**config.mk**
```make
export PLATFORM = sky130hd
export DESIGN_NAME = ccd_sensor_emu
export DESIGN_NICKNAME = d
export VERILOG_FILES = /design/src/rtl/ccd_pkg.sv /design/src/rtl/ccd_pattern_pixel.sv /design/src/rtl/ccd_sensor_emu.sv
export SDC_FILE = /design/constraint.sdc
export NUM_CORES = 1
export LEC_CHECK = 0
export BUFFER_PORTS_ARGS = -buffer_cell sky130_fd_sc_hd__buf_2
export CORE_MARGIN = 10
export CORE_UTILIZATION = 54
export CTS_BUF_LIST = sky130_fd_sc_hd__clkbuf_2
export DETAILED_ROUTE_END_ITERATION = 12
export PLACE_DENSITY_LB_ADDON = 0.15
export SKIP_CTS_REPAIR_TIMING = 1
export SYNTH_ARGS = -nofsm -noshare
export SYNTH_HDL_FRONTEND = slang
export SYNTH_HIERARCHICAL = 1
export SYNTH_SLANG_ARGS = --single-unit
```
**constraint.sdc**
```tcl
create_clock -name CLK -period 2 [get_ports CLK]
set_input_delay 0.1 -clock CLK [delete_from_list [all_inputs] [get_ports CLK]]
set_output_delay 0.1 -clock CLK [all_outputs]
set_load 0.02 [all_outputs]
```
**src/rtl/ccd_pkg.sv**
```systemverilog
// Shared types and constants for the CCD sensor emulator: pattern modes,
// Bayer sites, FSM states and the LFSR helpers.
package ccd_pkg;

    typedef enum logic [1:0] {
        MODE_RAMP  = 2'd0,
        MODE_BARS  = 2'd1,
        MODE_CHECK = 2'd2,
        MODE_LFSR  = 2'd3
    } mode_t;

    typedef enum logic [1:0] {
        SITE_G1 = 2'd0,
        SITE_R  = 2'd1,
        SITE_B  = 2'd2,
        SITE_G2 = 2'd3
    } site_t;

    typedef enum logic {
        ST_IDLE = 1'b0,
        ST_RUN  = 1'b1
    } state_t;

    localparam logic [15:0] LFSR_TAPS         = 16'hB400;
    localparam logic [15:0] LFSR_DEFAULT_SEED = 16'hACE1;

    function automatic site_t bayer_site(input logic x0, input logic y0);
        case ({y0, x0})
            2'b00:   return SITE_G1;
            2'b01:   return SITE_R;
            2'b10:   return SITE_B;
            default: return SITE_G2;
        endcase
    endfunction

    // Galois form, shifting right; taps fold in when the bit shifted out is 1.
    function automatic logic [15:0] lfsr_step(input logic [15:0] s);
        return s[0] ? ((s >> 1) ^ LFSR_TAPS) : (s >> 1);
    endfunction

    // An all-zero state would lock the LFSR, so it is never loaded.
    function automatic logic [15:0] seed_fix(input logic [15:0] s);
        return (s == 16'h0000) ? LFSR_DEFAULT_SEED : s;
    endfunction

endpackage

```
**src/rtl/ccd_pattern_pixel.sv**
```systemverilog
// Combinational pixel generator: maps (mode, x, y, bar, lfsr) to one Bayer
// raw sample. DATA_W must be between 4 and 16.
module ccd_pattern_pixel #(
    parameter int DATA_W = 10
) (
    input  logic [1:0]        mode,
    input  logic [DATA_W-1:0] x,
    input  logic [DATA_W-1:0] y,
    input  logic [2:0]        bar,
    input  logic [DATA_W-1:0] lfsr,
    output logic [DATA_W-1:0] pixel
);
    import ccd_pkg::*;

    logic [2:0] colour;
    site_t      site;
    logic       chan_on;

    // NOTE: every variable written here gets a value before any branch,
    // so no path can leave it holding its old value (which would infer a latch).
    always_comb begin
        colour  = 3'd7 - bar;
        site    = bayer_site(x[0], y[0]);
        chan_on = colour[1];
        pixel   = '0;

        case (site)
            SITE_R:  chan_on = colour[2];
            SITE_B:  chan_on = colour[0];
            default: chan_on = colour[1];
        endcase

        case (mode_t'(mode))
            MODE_RAMP:  pixel = x + y;
            MODE_BARS:  pixel = {DATA_W{chan_on}};
            MODE_CHECK: pixel = {DATA_W{x[3] ^ y[3]}};
            MODE_LFSR:  pixel = lfsr;
            default:    pixel = '0;
        endcase
    end

endmodule

```
**src/rtl/ccd_sensor_emu.sv**
```systemverilog
// Camera sensor emulator: raster counters, run/idle FSM, per-frame mode and
// seed latch, LFSR and registered FVAL/LVAL/DATA outputs plus frame counter.
module ccd_sensor_emu #(
    parameter int H_ACTIVE = 1280,
    parameter int H_BLANK  = 244,
    parameter int V_ACTIVE = 1024,
    parameter int V_BLANK  = 8,
    parameter int DATA_W   = 10
) (
    input  logic              CLK,
    input  logic              RESET,
    input  logic              iENABLE,
    input  logic [1:0]        iMODE,
    input  logic [15:0]       iSEED,
    output logic              oFVAL,
    output logic              oLVAL,
    output logic [DATA_W-1:0] oDATA,
    output logic [15:0]       oFrame_Cont
);
    import ccd_pkg::*;

    localparam int H_TOTAL = H_ACTIVE + H_BLANK;
    localparam int V_TOTAL = V_ACTIVE + V_BLANK;
    localparam int HW      = $clog2(H_TOTAL);
    localparam int VW      = $clog2(V_TOTAL);
    localparam int BAR_W   = H_ACTIVE / 8;
    localparam int BW      = (BAR_W > 1) ? $clog2(BAR_W) : 1;

    localparam logic [HW-1:0] H_LAST   = HW'(H_TOTAL - 1);
    localparam logic [HW-1:0] H_ACT    = HW'(H_ACTIVE);
    localparam logic [VW-1:0] V_LAST   = VW'(V_TOTAL - 1);
    localparam logic [VW-1:0] V_ACT    = VW'(V_ACTIVE);
    localparam logic [BW-1:0] BAR_LAST = BW'(BAR_W - 1);

    state_t            state, state_next;
    logic [HW-1:0]     h;
    logic [VW-1:0]     v;
    logic [2:0]        bar;
    logic [BW-1:0]     bar_pos;
    mode_t             mode_q;
    logic [15:0]       lfsr;
    logic [DATA_W-1:0] pixel;
    logic              frame_end_q;

    logic running, h_last, frame_end, frame_start, in_frame, active;

    assign running     = (state == ST_RUN);
    assign h_last      = (h == H_LAST);
    assign frame_end   = running && h_last && (v == V_LAST);
    assign frame_start = iENABLE && ((state == ST_IDLE) || frame_end);
    assign in_frame    = running && (v < V_ACT);
    assign active      = in_frame && (h < H_ACT);

    // NOTE: clocked state uses non-blocking assignments so every register
    // samples pre-edge values, independent of statement order.
    always_ff @(posedge CLK) begin
        if (RESET) state <= ST_IDLE;
        else       state <= state_next;
    end

    // A run only stops on the final cycle of a frame, so frames are never cut short.
    always_comb begin
        state_next = state;
        case (state)
            ST_IDLE: if (iENABLE) state_next = ST_RUN;
            ST_RUN:  if (frame_end && !iENABLE) state_next = ST_IDLE;
            default: state_next = ST_IDLE;
        endcase
    end

    always_ff @(posedge CLK) begin
        if (RESET || !running) begin
            h       <= '0;
            v       <= '0;
            bar     <= '0;
            bar_pos <= '0;
        end else begin
            if (h_last) begin
                h <= '0;
                v <= (v == V_LAST) ? '0 : v + VW'(1);
            end else begin
                h <= h + HW'(1);
            end

            // Bar index is counted rather than divided out of h.
            if (h_last) begin
                bar     <= '0;
                bar_pos <= '0;
            end else if (active) begin
                if (bar_pos == BAR_LAST) begin
                    bar_pos <= '0;
                    bar     <= bar + 3'd1;
                end else begin
                    bar_pos <= bar_pos + BW'(1);
                end
            end
        end
    end

    // Mode and seed are captured only at frame start; the LFSR load is the seed latch.
    always_ff @(posedge CLK) begin
        if (RESET) begin
            mode_q <= MODE_RAMP;
            lfsr   <= '0;
        end else if (frame_start) begin
            mode_q <= mode_t'(iMODE);
            lfsr   <= seed_fix(iSEED);
        end else if (active) begin
            lfsr   <= lfsr_step(lfsr);
        end
    end

    ccd_pattern_pixel #(
        .DATA_W (DATA_W)
    ) u_pixel (
        .mode  (mode_q),
        .x     (DATA_W'(h)),
        .y     (DATA_W'(v)),
        .bar   (bar),
        .lfsr  (lfsr[DATA_W-1:0]),
        .pixel (pixel)
    );

    // Frame count goes through the same one-clock output delay as the pixel stream.
    always_ff @(posedge CLK) begin
        if (RESET) begin
            oFVAL       <= 1'b0;
            oLVAL       <= 1'b0;
            oDATA       <= '0;
            frame_end_q <= 1'b0;
            oFrame_Cont <= '0;
        end else begin
            oFVAL       <= in_frame;
            oLVAL       <= active;
            oDATA       <= active ? pixel : '0;
            frame_end_q <= frame_end;
            if (frame_end_q) oFrame_Cont <= oFrame_Cont + 16'd1;
        end
    end

endmodule

```
==> impl_metrics.tcl <==
set metrics [dict create \
    status "finished, violations left" \
    violations "setup timing" \
    gr-total-overflow 0 \
    clock.fmax_mhz 474 \
    die_w_um 107 \
    place_congestion 0.885 \
    postSynth.asyncResetShare 0 \
    wire_per_inst_um 14.8 \
    combPwrFrac 0.129 \
    met2_usage 0.262 \
    p_sw_uw 868 \
    yosysMostFrequentCell "dfxtp_1" \
    finalSetupViolCount 13 \
    gr-max-usage-layer "met2" \
    internal_power_uw 2030 \
    final_net_count 640 \
    finalMaxSlewViolations 0 \
    dieArea_mm2 0.0115 \
    start_util 0.562 \
    fin_skew_ns 0.0436 \
    layout-drive-gt1-share 0.265 \
    holdWs_ns 0.309 \
    seqPwrFrac 0.589 \
    htree_levels 3 \
    cp.required_ns 2.42 \
    root_buffer "clkbuf_2" \
    ys_seq_area_frac 0.394 \
    synth_cells 490 \
    dr.first_iter.drc_count 208 \
    postSynthRegisterBits 81 \
    synth_top_flop_cell "dfxtp_1" \
    portBuffers 48 \
    rows 31 \
    antenna_found_initial 0 \
    cts_sinks 81 \
    synth_top_cell_by_area "dfxtp_1" \
    grt_setup_unrepaired "yes" \
    cts_buffers 9 \
    grt_pass1_vias 3519 \
    arrival_ns 2.53 \
    relSlewSlack 0.530 \
    crit_chain "or4b_4 > or4_4 > o22ai_4 > buf_12 > mux2i_1 > nor2_1" \
    grt_max_degree 37 \
    finalCritPeriodShare 1.06 \
    die_h_um 107 \
    yosys_warnings 6 \
    wirelength_mm 10.4 \
    io_pins 49 \
    drc 0 \
    grt_use_met1 0.217 \
    setup_ws_ns -0.111 \
    period_minus_slack_ns 2.11 \
    dpl-instance-area_mm2 0.00478 \
    grt_use_total 0.168 \
    finalSetupTns_ns -0.672 \
    finalHoldViolations 0 \
    cp-end-kind "flip-flop" \
    p_leak_uw 0.00212 \
    fin_util 0.729 \
    crit_fanout 15 \
    cts_buffer_depth 2 \
    synth_cell_types 55 \
    synth_top_cells_by_count "81 x dfxtp_1, 65 x nor2_1, 63 x nand2_1" \
    grt_util_met3 0.0389 \
    syn_area_mm2 0.00412 \
    worstMarginPinSlew_ns 0.704 \
    finalInstanceArea_mm2 0.00535 \
    clockPowerShare 0.282 \
    grt_pass1_wl_mm 16.2 \
    vias 3849 \
    clock_latency_ns 0.55 \
    core_mm2 0.00733 \
    place_hpwl_mm 7.41 \
    cts_tree "yes" \
    cp-start-kind "flip-flop" \
    vias_per_cell 5.45 \
    final.fill_count 556 \
    hold_depth 4 \
    synth_top_area_share 0.394 \
    power_density_mw_per_mm2 541 \
    hold_class "input pin to flip-flop" \
    max_stage_delay_ns 0.53 \
    synth-edff-count 0 \
    synth.net_count 528 \
    cap_violations 0 \
    worstRegToRegCells 6 \
    critPathSlowestCell "or4b_4" \
    synthTopCellsByArea "dfxtp_1 39%, xor2_1 6.6%, nor2_1 5.9%" \
    regArea_mm2 0.00163 \
    drt.antenna.violating_nets 0 \
    diodes 0 \
    switching_share 0.300 \
    worstSetupPathType "flip-flop to flip-flop" \
    areaGrowthSynthToFinish_pct 29.8 \
    first_pass_iters 4 \
    multi_input_area_mm2 0.00256 \
    clk_pin_slew_ns 0.27 \
    vdd_ir_drop_max_v 0.000382 \
    synth.avg_cell_area_um2 8.41 \
]
-- flip-flops by register name (all words and copies together), names as in the netlist --
name and cells:
v 11, frame_end_q 1, running 1, oLVAL 1
lfsr 16, oFrame_Cont 16, oFVAL 1, h 11
bar_pos 8, mode_q 2, bar 3, oDATA 10
-- final cells by class --
| cell class | instances | share of cell area |
|---|---|---|
| Timing Repair Buffer | 121 | 0.167 |
| Clock inverter | 7 | 0.0115 |
| Inverter | 8 | 0.00562 |
| Multi-Input combinational cell | 381 | 0.479 |
| Clock buffer | 9 | 0.00842 |
| Sequential cell | 81 | 0.306 |
| Tap cell | 99 | 0.0232 |
-- worst max-delay path: cells and delay by family (launching register included) --
family	cells	cell delay, ns
and+or+nand+nor	3	1.08
AOI/OAI and AO/OA	1	0.18
buffers and inverters	1	0.18
muxes	1	0.19
DFF	1	0.37
-- final timing paths --
path	start	slack, ns	endpoint
max	v[3]	-0.11	mode_q[1]
min reg2reg	lfsr[8]	0.47	lfsr[7]
max reg2reg	v[3]	-0.11	mode_q[1]
min	iSEED[12]	0.31	lfsr[12]
-- layer usage --
layer / wire length, um / share of wire
met5: 0 / 0
met4: 163 / 0.016
met3: 527 / 0.051
met2: 4830 / 0.46
met1: 4890 / 0.47
-- layout by cell type (no fill, tap or decap), types with 3 or more instances in the layout --
cell type and instances:
o21ai_1 3, ha_4 5, and4_1 3, nor2_1 65
and3_1 4, buf_2 48, a21oi_2 6, nor3_1 10
xnor2_1 16, a21oi_1 23, buf_12 3, o21ai_0 17
nor2b_1 4, a22oi_1 8, nand3_1 15, buf_6 4
or3_1 6, dlygate4sd3_1 20, dfxtp_2 4, clkbuf_2 9
nand4_1 16, dfxtp_1 75, ha_1 10, buf_4 46
nor4_1 8, and2_1 12, nand2_1 63, a31oi_1 9
xor2_1 31, inv_1 8, mux2i_1 4
-- kinds of logic after synthesis --
| family | Yosys count | synth area share |
|---|---|---|
| compound gates | 88 | 0.146 |
| xor+xnor | 47 | 0.0999 |
| fa+ha+maj | 17 | 0.0535 |
| buf+inv | 28 | 0.0319 |
| flops | 81 | 0.394 |
| mux | 5 | 0.0125 |
| simple gates | 224 | 0.263 |
-- metrics by stage --
step / setup WS, ns / cells / power [uW]
3_5_place_dp: -0.129 / 663 / 2040
6_report: -0.111 / 706 / 2890
3_3_place_gp: -0.0744 / 663 / 2030
4_1_cts: -0.171 / 679 / 2840
2_1_floorplan: -0.0146 / 490 / 1920
5_1_grt: -0.157 / 706 / 3020
-- power groups by stage --
stage / sequential, uW / clock [uW] / combinational, uW
4_1_cts: 1700 / 826 / 308
6_report: 1700 / 816 / 374
3_3_place_gp: 1730 / 0 / 303
3_5_place_dp: 1730 / 0 / 307
5_1_grt: 1710 / 894 / 411
2_1_floorplan: 1730 / 0 / 194
Note: power is estimated with default switching activity, not from simulation.
